### config.mk
export PLATFORM = sky130hd
export DESIGN_NAME = i_cache_refill_ctrl
export DESIGN_NICKNAME = d
export VERILOG_FILES = /design/src/rtl/i_cache_refill_ctrl_pkg.sv /design/src/rtl/i_cache_refill_ctrl_tag.sv /design/src/rtl/i_cache_refill_ctrl.sv
export SDC_FILE = /design/constraint.sdc
export NUM_CORES = 1
export LEC_CHECK = 0
export BUFFER_PORTS_ARGS = -buffer_cell sky130_fd_sc_hd__buf_2
export CAP_MARGIN = 15
export CORE_ASPECT_RATIO = 1.25
export CORE_UTILIZATION = 50
export DETAILED_ROUTE_END_ITERATION = 16
export GPL_TIMING_DRIVEN = 0
export PLACE_DENSITY = 0.68
export SETUP_SLACK_MARGIN = 0.1
export SLEW_MARGIN = 20
export SYNTH_ARGS = -nofsm -noshare
export SYNTH_HDL_FRONTEND = slang
export SYNTH_SLANG_ARGS = --single-unit
### constraint.sdc
create_clock -name clk -period 9.17 [get_ports clk]
set_input_delay 1.834 -clock clk [delete_from_list [all_inputs] [get_ports clk]]
set_output_delay 1.834 -clock clk [all_outputs]
set_load 0.01 [all_outputs]
### src/rtl/i_cache_refill_ctrl_pkg.sv
// Shared geometry and FSM encoding for the instruction-cache refill controller.
// 16 direct-mapped lines of 4 x 32-bit words.
package i_cache_refill_ctrl_pkg;

  localparam int LINE_WORDS = 4;
  localparam int OFFSET_W   = 2;
  localparam int INDEX_W    = 4;
  localparam int NUM_LINES  = 16;
  localparam int BYTE_OFS_W = 2;

  typedef enum logic [2:0] {
    IDLE     = 3'd0,
    LOOKUP   = 3'd1,
    MISS_REQ = 3'd2,
    REFILL   = 3'd3,
    REPLAY   = 3'd4
  } state_t;

endpackage

### src/rtl/i_cache_refill_ctrl_tag.sv
// Tag + valid storage for the direct-mapped instruction cache.
// Combinational read port, single write port, single-cycle clear of every valid bit.
module i_cache_tag_array
  import i_cache_refill_ctrl_pkg::*;
#(
  parameter int TAG_W = 56
) (
  input  logic               clk,
  input  logic               rst,
  input  logic               clear_all,
  input  logic               we,
  input  logic [INDEX_W-1:0] windex,
  input  logic [TAG_W-1:0]   wtag,
  input  logic [INDEX_W-1:0] rindex,
  output logic [TAG_W-1:0]   rtag,
  output logic               rvalid
);

  logic [TAG_W-1:0]     tags [NUM_LINES];
  logic [NUM_LINES-1:0] valid;

  // Valid bits: cleared by reset or fence, set when a line finishes refilling.
  always_ff @(posedge clk) begin
    if (rst) begin
      valid <= '0;
    end else if (clear_all) begin
      valid <= '0;
    end else if (we) begin
      valid[windex] <= 1'b1;
    end
  end

  // Tag storage needs no reset; a tag is only trusted behind its valid bit.
  always_ff @(posedge clk) begin
    if (we && !rst) begin
      tags[windex] <= wtag;
    end
  end

  assign rtag   = tags[rindex];
  assign rvalid = valid[rindex];

endmodule

### src/rtl/i_cache_refill_ctrl.sv
// Instruction-cache lookup/refill controller: hit check against the tag array,
// line refill from memory into the external data RAM, replay, and fence.i invalidation.
module i_cache_refill_ctrl
  import i_cache_refill_ctrl_pkg::*;
#(
  parameter int ADDR_W = 64
) (
  input  logic              clk,
  input  logic              rst,
  input  logic              if_valid_i,
  input  logic [ADDR_W-1:0] if_addr_i,
  output logic              if_ready_o,
  output logic              inst_valid_o,
  output logic [31:0]       inst_o,
  input  logic              fence_i_i,
  output logic [5:0]        ram_addr_o,
  output logic [31:0]       ram_data_o,
  output logic              ram_we_o,
  input  logic [31:0]       ram_data_i,
  output logic              mem_req_o,
  output logic [ADDR_W-1:0] mem_addr_o,
  input  logic              mem_gnt_i,
  input  logic              mem_rvalid_i,
  input  logic [31:0]       mem_rdata_i
);

  localparam int WORD_W = ADDR_W - BYTE_OFS_W;
  localparam int TAG_W  = WORD_W - OFFSET_W - INDEX_W;

  state_t state;
  state_t next_state;

  logic [WORD_W-1:0]   req_word;
  logic [OFFSET_W-1:0] req_offset;
  logic [INDEX_W-1:0]  req_index;
  logic [TAG_W-1:0]    req_tag;
  logic [OFFSET_W-1:0] cnt;
  logic                fence_pending;
  logic                handshake;
  logic                fence_clear;
  logic                fill_done;
  logic                hit;
  logic [TAG_W-1:0]    lu_tag;
  logic                lu_valid;
  logic                unused_addr_bits;

  assign req_offset = req_word[OFFSET_W-1:0];
  assign req_index  = req_word[OFFSET_W +: INDEX_W];
  assign req_tag    = req_word[WORD_W-1 -: TAG_W];

  assign handshake   = if_valid_i & if_ready_o;
  assign fence_clear = (state == IDLE) & fence_pending;
  assign fill_done   = (state == REFILL) & mem_rvalid_i & (cnt == OFFSET_W'(LINE_WORDS - 1));
  assign hit         = lu_valid & (lu_tag == req_tag);

  assign mem_addr_o       = {req_tag, req_index, 4'b0000};
  assign ram_data_o       = mem_rdata_i;
  assign unused_addr_bits = ^if_addr_i[BYTE_OFS_W-1:0];

  i_cache_tag_array #(
    .TAG_W(TAG_W)
  ) u_tag_array (
    .clk      (clk),
    .rst      (rst),
    .clear_all(fence_clear),
    .we       (fill_done),
    .windex   (req_index),
    .wtag     (req_tag),
    .rindex   (req_index),
    .rtag     (lu_tag),
    .rvalid   (lu_valid)
  );

  // State register.
  always_ff @(posedge clk) begin
    if (rst) begin
      state <= IDLE;
    end else begin
      state <= next_state;
    end
  end

  // Request address, beat counter and fence flag; a new fence request wins over servicing.
  always_ff @(posedge clk) begin
    if (rst) begin
      req_word      <= '0;
      cnt           <= '0;
      fence_pending <= 1'b0;
    end else begin
      if (handshake) begin
        req_word <= if_addr_i[ADDR_W-1:BYTE_OFS_W];
      end
      if (state != REFILL) begin
        cnt <= '0;
      end else if (mem_rvalid_i) begin
        cnt <= cnt + 2'd1;
      end
      if (fence_i_i) begin
        fence_pending <= 1'b1;
      end else if (fence_clear) begin
        fence_pending <= 1'b0;
      end
    end
  end

  // Next-state logic.
  always_comb begin
    next_state = state;
    case (state)
      IDLE: begin
        if (handshake) next_state = LOOKUP;
        else           next_state = IDLE;
      end
      LOOKUP: begin
        if (hit) next_state = IDLE;
        else     next_state = MISS_REQ;
      end
      MISS_REQ: begin
        if (mem_gnt_i) next_state = REFILL;
        else           next_state = MISS_REQ;
      end
      REFILL: begin
        if (fill_done) next_state = REPLAY;
        else           next_state = REFILL;
      end
      REPLAY:  next_state = LOOKUP;
      default: next_state = IDLE;
    endcase
  end

  // Outputs: the RAM address is combinational from the fetch port while idle so hits take one cycle.
  always_comb begin
    if_ready_o   = 1'b0;
    inst_valid_o = 1'b0;
    inst_o       = ram_data_i;
    ram_addr_o   = {req_index, req_offset};
    ram_we_o     = 1'b0;
    mem_req_o    = 1'b0;
    case (state)
      IDLE: begin
        if_ready_o = ~fence_pending;
        ram_addr_o = if_addr_i[BYTE_OFS_W +: (INDEX_W + OFFSET_W)];
      end
      LOOKUP: begin
        inst_valid_o = hit;
      end
      MISS_REQ: begin
        mem_req_o = 1'b1;
      end
      REFILL: begin
        ram_we_o   = mem_rvalid_i;
        ram_addr_o = {req_index, cnt};
      end
      REPLAY: begin
        ram_addr_o = {req_index, req_offset};
      end
      default: begin
        ram_addr_o = {req_index, req_offset};
      end
    endcase
  end

endmodule
==> results of run 1 <==
## cell families after synthesis
family | after synthesis | share of synthesized area (%)
compound gates | 214 | 3.55
xor+xnor | 63 | 1.39
fa+ha+maj | 1 | 0.0316
buf+inv | 243 | 4.12
flops | 984 | 72.3
mux | 344 | 14.7
other cells | 1 | 0.00946
simple gates | 330 | 3.88
## report_power, final
| group | switching [mW] | internal [mW] |
|---|---|---|
| logic | 0.443 | 0.303 |
| clock network | 1.66 | 2.28 |
| registers | 0.113 | 4.93 |
## routing by layer
metal | vias up | wire length [um] | GRT usage (%)
li1 | 9204 | - | -
met1 | 11700 | 42400 | 38.1
met2 | 1563 | 56300 | 47.6
met3 | 277 | 12500 | 6.04
met4 | 6 | 5400 | 13.5
met5 | - | 30 | 0
## synthesized netlist by cell type, types with 28 or more instances
cell type	instances
a21oi_1	90
edfxtp_1	896
nand2_1	168
buf_2	32
mux2i_1	148
buf_4	149
xnor2_1	35
nor2_1	55
clkbuf_1	36
xor2_1	28
mux4_2	189
dfxtp_1	88
a22oi_1	37
## per-stage QoR
step / util [%] / setup WS (ns) / cell area (um^2)
after global placement: 53.4 / 0.239 / 42000
after floorplan: - / 3.96 / 39600
after CTS: 59.2 / 1.47 / 46500
after global routing: 59.2 / 1.39 / 46500
after detailed placement: 55.2 / 2.21 / 43400
final: 59.2 / 1.33 / 46500
## worst register-to-register path: cells and delay by family, from the launching register on
family / cells / cell delay, ns
multiplexers: 1 / 0.22
AO/OA/AOI/OAI: 3 / 1.07
AND/OR/NAND/NOR: 2 / 1.11
buffers and inverters: 4 / 2.38
flip-flops: 1 / 0.31
## area by class of cell
| cell class | count | area share [%] |
|---|---|---|
| tap | 1053 | 2.83 |
| buffer | 236 | 3.46 |
| inverter | 7 | 0.0565 |
| multi-input combinational | 956 | 20.4 |
| timing repair buffer | 254 | 4.91 |
| sequential | 984 | 61.7 |
| clock buffer | 121 | 5.70 |
| clock inverter | 50 | 1.00 |
## flip-flops by register name, summed over array words and instances, names as in the netlist, named ones only
name / count
u_tag_array.tags: 896
u_tag_array.valid: 16
state: 3
cnt: 2
req_word: 62
fence_pending: 1
## worst paths after layout
kind,endpoint,cells after the start,slack [ns],from
max,inst_valid_o,11,1.33,flop
max reg2reg,state[1],10,3.97,flop
min,req_word[0],2,0.48,req_word[0]
min reg2reg,req_word[0],2,0.48,req_word[0]
==> results.txt, run 1 <==
Post-synth cell types - 69
Ys flop type - edfxtp_1
Largest net degree at the start of global routing - 25
Max-slew headroom - 16.4%
Leading area contributor after synthesis - edfxtp_1
Worst path cell trace - buf_2 -> buf_2 -> clkbuf_1 -> buf_2 -> mux2i_1 -> a211oi_1 -> o2111ai_1 -> nor4_1 -> nand3_1 -> nor4b_2 -> buf_2
Buf/Inv on CP - 5
Initial DRT Pass Iterations - 5
Antenna violations before repair - 4
RSZ-0062 raised after global routing - no
MaxCap Viol Count - 0
Synth Cell Area - 39600 um^2
Post-Syn Instances - 2180
Hpwl dp - 77700 um
Area growth, synth to finish - 17.3%
Share of the synthesized area in the top cell type - 67.9%
HP Class - reg2reg
Max IR drop VDD - 0.000134 V
CTS tree - done
Antenna diode count - 0
DRC - 0
Starting Density - 50.4%
Total grt overflow - 0
Slowest-stage cell, CP - clkbuf_1
Clk buf depth - 3
Die area - 80400 um^2
Design Power - 9.73 mW
Tightest Pin Transition - 1.25 ns
Pleak - 15.4 nW
CORE AREA - 78600 um^2
Max frequency - 128 MHz
Clock root buffer - clkbuf_16
Clock sinks - 984
CP Launch Type - flop
Cts repair resizes - 0
I/O pin total - 272
Iter 0 DRT Violations - 3088
Syn avg cell area - 18.2 um^2
Sum Neg Setup Slack - 0 ns
#FFs+latches synth - 984
Outcome - finished clean
Slew Limit Fails - 0
Tcrit/Tclk final - 85.4%
Num CTS Buffers - 92
Commonest cells after routing, fill and taps aside - edfxtp_1 (896), buf_2 (232), mux4_2 (189)
CP Data Arrival Time - 6.00 ns
# setup viols final - 0
Fin. Hold Viols - 0
IO Port Bufs - 200
Delay of the slowest critical-path stage - 0.97 ns
Shortest period the worst path allows - 7.84 ns
Placement row count - 115
Vias in the first global route - 22.6k
Post-synth EDFFs - 896
Clock Skew - 0.0215 ns
CTS Hold Buffers Added - 0
Sequential fraction of the synthesis area - 72.3%
Most used cell, CP - buf_2
Postcts setup bufs - 0
Placed cells - 3490
Via density - 6.22
DR vias - 22.8k
Fillers - 5695
Nets - 2666
Async SR Flop Fraction - 0%
Crit Path Category - reg2out
Area of the multi-input gates - 9460 um^2
Die Y - 317 um
Clock Pin Slew Worst Setup and Hold Paths - 0.06 ns
All-Layer GR Usage - 29.3%
Non-Filler Instances - 3661
Worst hold slack - 0.475 ns
DRT antenna net count - 0
Most common cell after layout, fill and taps aside - edfxtp_1
CP delay by family, top - buffers and inverters
Gpl congestion - 0.899
Synth top area cells - edfxtp_1 (68%), mux4_2 (11%), dfxtp_1 (4.4%), mux2i_1 (3.7%), buf_4 (2.8%)
Worst Path Max Fanout - 10
Power per Cell Area - 209 nW/um^2
Register area - 28700 um^2
WP data required - 7.34 ns
Die width - 254 um
Worst Setup End Kind - primary output
Routed WL - 117000 um
Yosys warnings - 0
Worst-Skew Late Latency - 0.66 ns
Wirelength per Cell - 31.8 um
Layout cell share with drive strength beyond 1 - 31.2%
Global-route wire length before repair - 162000 um
H-tree levels - 3
(Power assumes the default switching activity.)
==> run 2: changes to the inputs <==
Settings changed: CORE_MARGIN from default to 3, RECOVER_POWER from default to 25.
==> results.txt, run 2 (synthesis results as in run 1) <==
Worst path cell trace - buf_6 -> buf_4 -> buf_6 -> buf_4 -> buf_2 -> clkbuf_1 -> a31oi_1 -> o21ai_0 -> nand4_1 -> nor4_1 -> nand3_1 -> nor4b_2 -> buf_2
Antenna violations before repair - 3
Sum Neg Setup Slack - 0 ns
RSZ-0062 raised after global routing - no
Worst Setup End Kind - primary output
Internal - 7.41 mW
CP endpoint - inst_valid_o
Placed cells - 3484
Max frequency - 136 MHz
Die Y - 321 um
Clock root buffer - clkbuf_16
Gpl congestion - 0.890
Sequential share of power - 52.6%
Post-layout util - 59.6%
CORE AREA - 77900 um^2
MaxCap Viol Count - 0
Outcome - finished clean
Top Registers - u_tag_array.tags (896), req_word (62), u_tag_array.valid (16)
Delay of the slowest critical-path stage - 0.64 ns
Clock Skew - 0.0281 ns
Net Sw Frac - 22.7%
Tightest Pin Transition - 1.17 ns
Max-slew headroom - 21.8%
Largest register FFs - 896
Design Power - 9.59 mW
Combinational power share - 7.7%
DRC - 0
CP delay by family, top - buffers and inverters
R2R depth - 12
Starting Density - 50.9%
Wirelength per Cell - 32.0 um
Reg2reg setup slack - 4.50 ns
Worst hold slack - 0.475 ns
Cts repair resizes - 0
DR vias - 22.9k
Commonest cells after routing, fill and taps aside - edfxtp_1 (896), buf_2 (232), mux4_2 (189)
Iter 0 DRT Violations - 3297
Power per Cell Area - 206 nW/um^2
Clock Pin Slew Worst Setup and Hold Paths - 0.06 ns
Post-route design area - 46400 um^2
CTS Hold Buffers Added - 0
Fin. Hold Viols - 0
Nets - 2668
CP Data Arrival Time - 5.53 ns
Slew Limit Fails - 0
Largest Register - u_tag_array.tags
Layout cell share with drive strength beyond 1 - 31.1%
Clock share of power - 39.7%
CP Launch Type - flop
WP data required - 7.34 ns
Die width - 258 um
Routed WL - 117000 um
Clock sinks - 984
Hpwl dp - 78200 um
Placement Setup Slack - 2.42 ns
IO Port Bufs - 200
Via density - 6.26
H-tree levels - 3
HP Class - reg2reg
Slowest-stage cell, CP - clkbuf_1
Max IR drop VDD - 0.000126 V
R2R Path End - state[1]
Global-route wire length before repair - 164000 um
Pleak - 15.4 nW
I/O pin total - 272
Die area - 82700 um^2
Vias in the first global route - 22.7k
Net Sw Power - 2.18 mW
DRT antenna net count - 0
Non-Filler Instances - 3651
Area growth, synth to finish - 17.2%
Worst-Skew Late Latency - 0.65 ns
CTS tree - done
WP depth - 13
Worst Path Max Fanout - 10
# setup viols final - 0
Total grt overflow - 0
Min-delay src - u_tag_array.valid[6]
Tcrit/Tclk final - 80.3%
Shortest period the worst path allows - 7.36 ns
Crit Path Category - reg2out
DP Area - 43500 um^2
Placement row count - 114
Most common cell after layout, fill and taps aside - edfxtp_1
Postcts setup bufs - 0
Num CTS Buffers - 91
Initial DRT Pass Iterations - 8
Setup WS post-layout - 1.81 ns
Largest net degree at the start of global routing - 25
All-Layer GR Usage - 28.2%
Fillers - 5634
Clk buf depth - 3
Buf/Inv on CP - 7
run 2: cell count changes in the layout (fill, tap and decap cells not counted), moves of 2 or more:
| cell | before | now |
|---|---|---|
| buf_12 | 27 | 23 |
| buf_16 | 27 | 34 |
| clkbuf_1 | 47 | 59 |
| clkbuf_16 | 99 | 94 |
| clkbuf_2 | 2 | 6 |
| clkinv_1 | 19 | 8 |
| clkinv_2 | 16 | 10 |
| clkinv_4 | 2 | 4 |
| clkinvlp_4 | 2 | 4 |
| inv_6 | 0 | 2 |
run 2: per-layer routing:
layer / part of all wire (%) / vias up / GRT usage (%)
met5: 0.0094 / - / 0
met4: 4.4 / 2 / 11.8
met3: 11 / 286 / 6.93
met2: 48 / 1617 / 46.2
met1: 36 / 11700 / 36.5
li1: - / 9230 / -
run 2: worst min path at each step:
stage | end | slack, ns | cells past startpoint
after floorplan | u_tag_array.valid[10] | 0.43 | 2
after global placement | u_tag_array.valid[3] | 0.44 | 2
after detailed placement | u_tag_array.valid[2] | 0.46 | 2
after CTS | req_word[1] | 0.47 | 2
after global routing | u_tag_array.valid[2] | 0.49 | 2
final | u_tag_array.valid[6] | 0.47 | 2
run 2: worst min-delay path: stages, from the launching register on:
cell	delay (ns)
dfxtp_1	0.33
a21oi_1	0.04
nor2_1	0.07
run 2: power by group through the flow:
stage,clock [mW],sequential (mW),combinational [mW]
finish,3.80,5.04,0.741
global route,4.01,5.05,0.774
CTS,3.83,5.04,0.736
detailed placement,0,5.13,0.732
global placement,0,5.12,0.724
floorplan,0,5.08,0.458
run 2: area by class of cell:
class / count / area [um^2] / area share (%)
well taps: 1044 / 1310 / 2.81
clock buffers: 130 / 2570 / 5.53
repair buffers: 257 / 2390 / 5.15
inverters: 7 / 26.3 / 0.0566
flip-flops and latches: 984 / 28700 / 61.7
clock inverters: 36 / 403 / 0.868
multi-input cells: 956 / 9460 / 20.4
plain buffers: 236 / 1610 / 3.47
diodes: 1 / 2.50 / 0.00539
